===== config.mk =====
export PLATFORM = sky130hd
export DESIGN_NAME = jtag_tdo_capture
export DESIGN_NICKNAME = d
export VERILOG_FILES = /design/src/rtl/jtag_tdo_capture.sv
export SDC_FILE = /design/constraint.sdc
export NUM_CORES = 1
export LEC_CHECK = 0
export BUFFER_PORTS_ARGS = -buffer_cell sky130_fd_sc_hd__buf_2
export CELL_PAD_IN_SITES_DETAIL_PLACEMENT = 0
export CELL_PAD_IN_SITES_GLOBAL_PLACEMENT = 2
export CORE_MARGIN = 10
export CORE_UTILIZATION = 36
export CTS_CLUSTER_DIAMETER = 150
export DETAILED_ROUTE_END_ITERATION = 12
export PLACE_DENSITY = 0.91
export SYNTH_ARGS = -nofsm -noshare
export SYNTH_HDL_FRONTEND = slang
export SYNTH_SLANG_ARGS = --single-unit

===== constraint.sdc =====
create_clock -name clk -period 2.7 [get_ports clk]
set_input_delay 0.27 -clock clk [delete_from_list [all_inputs] [get_ports clk]]
set_output_delay 0.27 -clock clk [all_outputs]
set_load 0.02 [all_outputs]

===== src/rtl/jtag_tdo_capture.sv =====
// Captures tdo bits on tck rising edges (after skipping TMS navigation edges) and packs them
// MSB-first into FIFO words; the final partial word is left-aligned and zero-padded.
module jtag_tdo_capture #(
  parameter int DATA_FIFO = 8,
  parameter int SKIP_MAX  = 15
) (
  input  logic                              clk,
  input  logic                              rst,
  input  logic                              start,
  input  logic                              abort,
  input  logic [15:0]                       len,
  input  logic [$clog2(SKIP_MAX+1)-1:0]     skip,
  input  logic                              tck,
  input  logic                              tdo,
  output logic [DATA_FIFO-1:0]              wdata_data,
  output logic                              wr_data,
  input  logic                              full_data,
  output logic                              busy,
  output logic                              done,
  output logic                              overflow
);

  localparam int SW = $clog2(SKIP_MAX + 1);
  localparam int PW = $clog2(DATA_FIFO + 1);
  localparam logic [PW-1:0] POS_LAST = PW'(DATA_FIFO - 1);
  localparam logic [PW-1:0] POS_FULL = PW'(DATA_FIFO);

  typedef enum logic [2:0] {
    ST_IDLE    = 3'd0,
    ST_SKIP    = 3'd1,
    ST_CAPTURE = 3'd2,
    ST_WRITE   = 3'd3,
    ST_DONE    = 3'd4
  } state_t;

  // Left-align a partial word of pos valid bits, filling the low end with zeros.
  function automatic logic [DATA_FIFO-1:0] align_word(input logic [DATA_FIFO-1:0] sh,
                                                      input logic [PW-1:0] pos);
    align_word = sh << (POS_FULL - pos);
  endfunction

  state_t                 state_r, state_s;
  logic                   tck_q_r;
  logic                   rise_s;
  logic [15:0]            bit_cnt_r, bit_cnt_s;
  logic [SW-1:0]          skip_cnt_r, skip_cnt_s;
  logic [DATA_FIFO-1:0]   sh_r, sh_s;
  logic [PW-1:0]          pos_r, pos_s;
  logic [DATA_FIFO-1:0]   wdata_s;
  logic                   wr_s;
  logic                   busy_s;
  logic                   done_s;
  logic                   overflow_s;

  assign rise_s = tck & ~tck_q_r;

  // State, counters, shift register and registered outputs.
  always_ff @(posedge clk or posedge rst) begin
    if (rst) begin
      state_r    <= ST_IDLE;
      tck_q_r    <= 1'b0;
      bit_cnt_r  <= 16'd0;
      skip_cnt_r <= '0;
      sh_r       <= '0;
      pos_r      <= '0;
      wdata_data <= '0;
      wr_data    <= 1'b0;
      busy       <= 1'b0;
      done       <= 1'b0;
      overflow   <= 1'b0;
    end else begin
      state_r    <= state_s;
      tck_q_r    <= tck;
      bit_cnt_r  <= bit_cnt_s;
      skip_cnt_r <= skip_cnt_s;
      sh_r       <= sh_s;
      pos_r      <= pos_s;
      wdata_data <= wdata_s;
      wr_data    <= wr_s;
      busy       <= busy_s;
      done       <= done_s;
      overflow   <= overflow_s;
    end
  end

  // Next-state and next-output logic.
  always_comb begin
    state_s    = state_r;
    bit_cnt_s  = bit_cnt_r;
    skip_cnt_s = skip_cnt_r;
    sh_s       = sh_r;
    pos_s      = pos_r;
    wdata_s    = wdata_data;
    wr_s       = 1'b0;
    busy_s     = busy;
    done_s     = 1'b0;
    overflow_s = overflow;

    if (abort) begin
      // Abort beats everything, including a simultaneous start; overflow is kept.
      state_s = ST_IDLE;
      busy_s  = 1'b0;
      sh_s    = '0;
      pos_s   = '0;
    end else begin
      case (state_r)
        ST_IDLE: begin
          busy_s = 1'b0;
          if (start) begin
            bit_cnt_s  = len;
            skip_cnt_s = skip;
            overflow_s = 1'b0;
            busy_s     = 1'b1;
            sh_s       = '0;
            pos_s      = '0;
            if (skip != '0) begin
              state_s = ST_SKIP;
            end else if (len != 16'd0) begin
              state_s = ST_CAPTURE;
            end else begin
              state_s = ST_DONE;
            end
          end else begin
            state_s = ST_IDLE;
          end
        end

        ST_SKIP: begin
          if (rise_s) begin
            skip_cnt_s = skip_cnt_r - SW'(1);
            if (skip_cnt_r == SW'(1)) begin
              state_s = (bit_cnt_r != 16'd0) ? ST_CAPTURE : ST_DONE;
            end else begin
              state_s = ST_SKIP;
            end
          end else begin
            state_s = ST_SKIP;
          end
        end

        ST_CAPTURE: begin
          if (rise_s) begin
            sh_s      = {sh_r[DATA_FIFO-2:0], tdo};
            pos_s     = pos_r + PW'(1);
            bit_cnt_s = bit_cnt_r - 16'd1;
            if ((pos_r == POS_LAST) || (bit_cnt_r == 16'd1)) begin
              state_s = ST_WRITE;
            end else begin
              state_s = ST_CAPTURE;
            end
          end else begin
            state_s = ST_CAPTURE;
          end
        end

        ST_WRITE: begin
          wdata_s = align_word(sh_r, pos_r);
          if (full_data) begin
            overflow_s = 1'b1;
          end else begin
            wr_s = 1'b1;
          end
          // A rise landing here starts the next word so no bit is lost at fast tck.
          if (rise_s && (bit_cnt_r != 16'd0)) begin
            sh_s      = {{(DATA_FIFO-1){1'b0}}, tdo};
            pos_s     = PW'(1);
            bit_cnt_s = bit_cnt_r - 16'd1;
            state_s   = (bit_cnt_r == 16'd1) ? ST_WRITE : ST_CAPTURE;
          end else begin
            sh_s    = '0;
            pos_s   = '0;
            state_s = (bit_cnt_r != 16'd0) ? ST_CAPTURE : ST_DONE;
          end
        end

        ST_DONE: begin
          done_s  = 1'b1;
          busy_s  = 1'b0;
          state_s = ST_IDLE;
        end

        default: begin
          state_s = ST_IDLE;
          busy_s  = 1'b0;
          sh_s    = '0;
          pos_s   = '0;
        end
      endcase
    end
  end

endmodule


# Yosys cells after proc, flatten, opt, wreduce, memory -nomap -nowiden
# Cells that the tools add are included.
# totals
ff_bits	48
input_bits	27
output_inout_bits	12
elab_cells	91
# classes
addsub	4
n_eq_ne	16
shift	1
n_mux	40
bitwise_logic	3
n_reduce_logical	16
# op_table
operator	count
$mux W16	3
$pmux W16 S3	1
$pmux W8 S4	1
$reduce_bool A16 Y1	2
$mux W3	9
$mux W8	3
$mux W4	5
$eq A16 B1 Y1 const B	1
$pmux W4 S4	1
$sub A16 B1 Y16 const B	1
$mux W1	13
$pmux W3 S4	1
$ne A2 B2 Y1 const B	5
$pmux W4 S2	1
$reduce_and A4 Y1	2
$shl A8 B4 Y8	1
$eq A3 B2 Y1 const B	2
$ne A3 B3 Y1 const B	2
$reduce_and A5 Y1	1
$add A4 B1 Y4 const B	1
$eq A4 B1 Y1 const B	1
$eq A4 B3 Y1 const B	1
$ne A2 B1 Y1 const B	2
$pmux W1 S2	2
other kinds (16)	18

# Depth between registers and ports, before layout
# depth
word_depth	6
ltp_mapped	8
depth_no_buf	7

# Worst setup path after synthesis
# No wires, ideal clock.
# synth_path
kind	reg-to-reg
start	register bit_cnt_r[0]
end	register bit_cnt_r[7]
arrival_ns	1.866
required_time_ns	2.575
slack_ns	0.708
path_stages_with_launch	8
synth_period_minus_slack_ns	1.992
path_cell_list	dfrtp_1 > inv_1 > ha_1 > nor3b_2 > nand4_2 > a21oi_4 > nor2_4 > mux2_4
# synth_between
elab_chain_len	4
# synth_rtl
item	line_no	rtl
start: declaration	45	logic [15:0] bit_cnt_r, bit_cnt_s;
start signal: assignment	74	bit_cnt_r <= bit_cnt_s;
parallel branches: the longest is 4 deep, another holds $sub A16 B1 Y16	--	
# Parallel ways; which one is timed is not known. The select of a mux whose other input is x is not followed.
# A chain may end at the register's enable or synchronous reset.

# Worst setup path after layout
# layout_path
start	register pos_r[0]
end	register wdata_data[4]
# layout_between
elab_chain_len	2
# layout_rtl
item	line_no	rtl
start: declaration	48	logic [PW-1:0] pos_r, pos_s;
start signal: assignment	77	pos_r <= pos_s;
$sub A4 B4 Y4	39	align_word = sh << (POS_FULL - pos);
$shl A8 B4 Y8	39	
end signal: assignment	78	wdata_data <= wdata_s;
end: declaration	15	output logic [DATA_FIFO-1:0] wdata_data,
# No other way between the ends.

==> results.md <==
- Element type at the critical path end: register
- Max-slew headroom: 0.422
- Vias per cell: 5.58
- Worst setup endpoint: wdata_data[4]
- CP max-delay cell: dfrtp_1
- Global-route usage over all layers: 0.124
- EDFF count, synth: 0
- Worst clock skew: 13.0 ps
- Sw power: 0.623 mW
- Initial Utilization: 0.366
- DR iter-0 viols: 147
- Seq/Total Area, Yosys: 0.406
- ANT cells: 0
- Root buffer selected by CTS: clkbuf_8
- Worst VDD drop: 210 µV
- CTS buffer count: 5
- Grt total ovfl: 0
- Setup TNS: 0 ps
- Largest net degree at the start of global routing: 38
- Number of iterations in the first detailed-routing pass: 4
- Int Power: 1.33 mW
- Setup-failing EPs final: 0
- Comb power frac: 0.235
- YS warnings: 0
- Number of global-route vias before repair: 2,681
- Run status: finished, final reports clean
- R2r startpoint: pos_r[0]
- Crit-path max FO: 13
- Antenna Nets Post-Route: 0
- Max-Cap Viols: 0
- Clk Latency, worst-skew pair: 300 ps
- WP data arrival: 2460 ps
- Die H: 111 µm
- Classification of the worst setup path: register to register
- Static Leakage: 1.45 nW
- Sw frac: 0.319
- Sequential Power Share: 0.472
- Stages on the worst setup path: 7
- DIE AREA: 12,300 µm²
- Peak Freq: 439 MHz
- Syn Nets: 351
- Syn Area/Cell: 9.31 µm²
- Final wirelength: 7.53 mm
- DR DRC count: 0
- Commonest non-fill, non-tap cells in the layout: dfrtp_1, buf_2, nand2_1
- Largest buffer count on any clock path: 2
- CTS resizes: 0
- Worst-path cell chain: clkinv_1 > ha_1 > mux2i_1 > nand2_1 > and3_1 > a31oi_1 > o21ai_0
- Hpwl dp: 5.60 mm
- P per Cell Area: 576 nW/µm²
- Pwr Total: 1.95 mW
- Largest stage delay, worst path: 610 ps
- Setup crit start: pos_r[0]
- Worst-margin pin slew: 860 ps
- FFs w/ async S/R, synth: 1.00
- Vias: 2,577
- Final hold violations: 0
- WL/cell: 16.3 µm
- Setup Fix Bufs, Post-CTS: 0
- Gate Count Post-Synth: 318
- CTS clk-pin slew, worst paths: 90 ps
- Pins over their slew limit: 0
- Mapped cell area: 2960 µm²
- H-tree Lvls: 2
- Clock sinks: 48
- FF-to-FF End: wdata_data[4]
- First-pass GRT wire length: 13.3 mm
- Worst reg-to-reg path cell count: 7
- Layout area overhead: 14.4%
- Share of layout cells above drive strength 1: 0.207
- Hold-fix buffers at CTS: 1
- Core area: 8090 µm²
- Port Buffers: 38
- Synthesis-stage register bit count: 48
- Initial antenna violation count: 0
- I/O pins: 39
- Worst setup SP type: register
- CP top delay family: flip-flops
- Clk pwr share: 0.293
- Die width: 111 µm
- Worst Path Buf+Inv: 1
- Main synth FF type: dfrtp_1
- RD Place Congestion: 0.816
- Commonest non-fill, non-tap cell in the layout: dfrtp_1
- Distinct cells, synth: 64
- Final period utilization: 0.844
- RSZ-0062 raised after global routing: false
- Fin crit period: 2280 ps
- Reg2Reg Setup Slack: 420 ps
- Cell Rows: 33
- CTS tree: done
- Fillcell total: 854
- Nets: 389
- Required time worst endpoint: 2890 ps
- Hold Crit Class: primary input to register
-- worst min path at each step --
stage	start	end	cells after the start
after floorplan	tck	tck_q_r	0
after global placement	rst	wr_data	2
after detailed placement	rst	wr_data	2
after CTS	tck	tck_q_r	1
after global routing	tck	tck_q_r	1
final	tck	tck_q_r	1
-- layer usage --
layer / vias up / global-route usage / part of all wire
met3: 5 / 0.0265 / 0.037
li1: 1273 / - / -
met1: 1243 / 0.170 / 0.51
met2: 56 / 0.195 / 0.44
met5: - / 0 / 0
met4: 0 / 0.0278 / 0.0082
-- cell type report --
class / instances / area, µm² / share of cell area
multi-input combinational: 245 / 1630 / 0.480
sequential: 48 / 1200 / 0.355
timing repair buffer: 49 / 275 / 0.0813
tap: 105 / 131 / 0.0388
clock buffer: 7 / 96.3 / 0.0284
clock inverter: 1 / 30.0 / 0.00887
inverter: 7 / 26.3 / 0.00776
-- Yosys cell counts, types with 2 or more instances --
cell / instances / area (µm²)
nor3b_2: 2 / 25.0
nand2_1: 31 / 116
o41ai_1: 2 / 17.5
a22o_2: 2 / 20.0
nor4_1: 8 / 50.1
a31oi_1: 4 / 25.0
nand3b_1: 2 / 15.0
nand2b_1: 6 / 37.5
o21ai_0: 26 / 130
dfrtp_1: 48 / 1200
a22o_1: 12 / 105
buf_2: 5 / 25.0
nor4b_1: 2 / 17.5
or4_1: 2 / 15.0
nor2_1: 16 / 60.1
o31a_1: 3 / 26.3
mux2i_1: 9 / 90.1
and2_1: 2 / 12.5
a32o_1: 2 / 20.0
and3_1: 5 / 31.3
nor4_2: 3 / 37.5
nor3_1: 15 / 75.1
o31ai_1: 8 / 60.1
inv_1: 6 / 22.5
buf_6: 4 / 45.0
clkbuf_1: 8 / 30.0
ha_1: 6 / 75.1
o22ai_1: 2 / 12.5
a21oi_1: 20 / 100
o211ai_1: 6 / 45.0
nand3_1: 12 / 60.1
xnor2_1: 3 / 26.3
nor2b_1: 3 / 18.8
or3_1: 3 / 18.8
-- registers in the layout, indices dropped and copies added, names as in the netlist, 3 cells and up --
register    flops
bit_cnt_r      16
sh_r            8
skip_cnt_r      4
wdata_data      8
state_r         3
pos_r           4
-- cells by family after synthesis --
logic type,share of synthesized area
xor+xnor,0.0118
fa+ha+maj,0.0253
buf+inv,0.0452
mux,0.0431
flops,0.406
simple gates,0.237
compound gates,0.232
-- stage by stage --
step	area, µm²	utilization	worst slack (ps)	hold slack [ps]	instances
after floorplan	2960	-	708	301	318
after global placement	3250	0.402	471	334	453
after detailed placement	3250	0.402	437	334	453
after CTS	3390	0.419	414	88.4	462
after global routing	3390	0.419	174	85.2	462
final	3390	0.419	422	99.0	462
-- power groups by stage --
stage	registers [mW]	logic (mW)	clock network, mW
floorplan	0.897	0.348	0
detailed placement	0.932	0.456	0
finish	0.922	0.459	0.572
global route	0.938	0.520	0.619
global placement	0.931	0.455	0
CTS	0.919	0.461	0.584
Note: power is estimated with default switching activity, not from simulation.
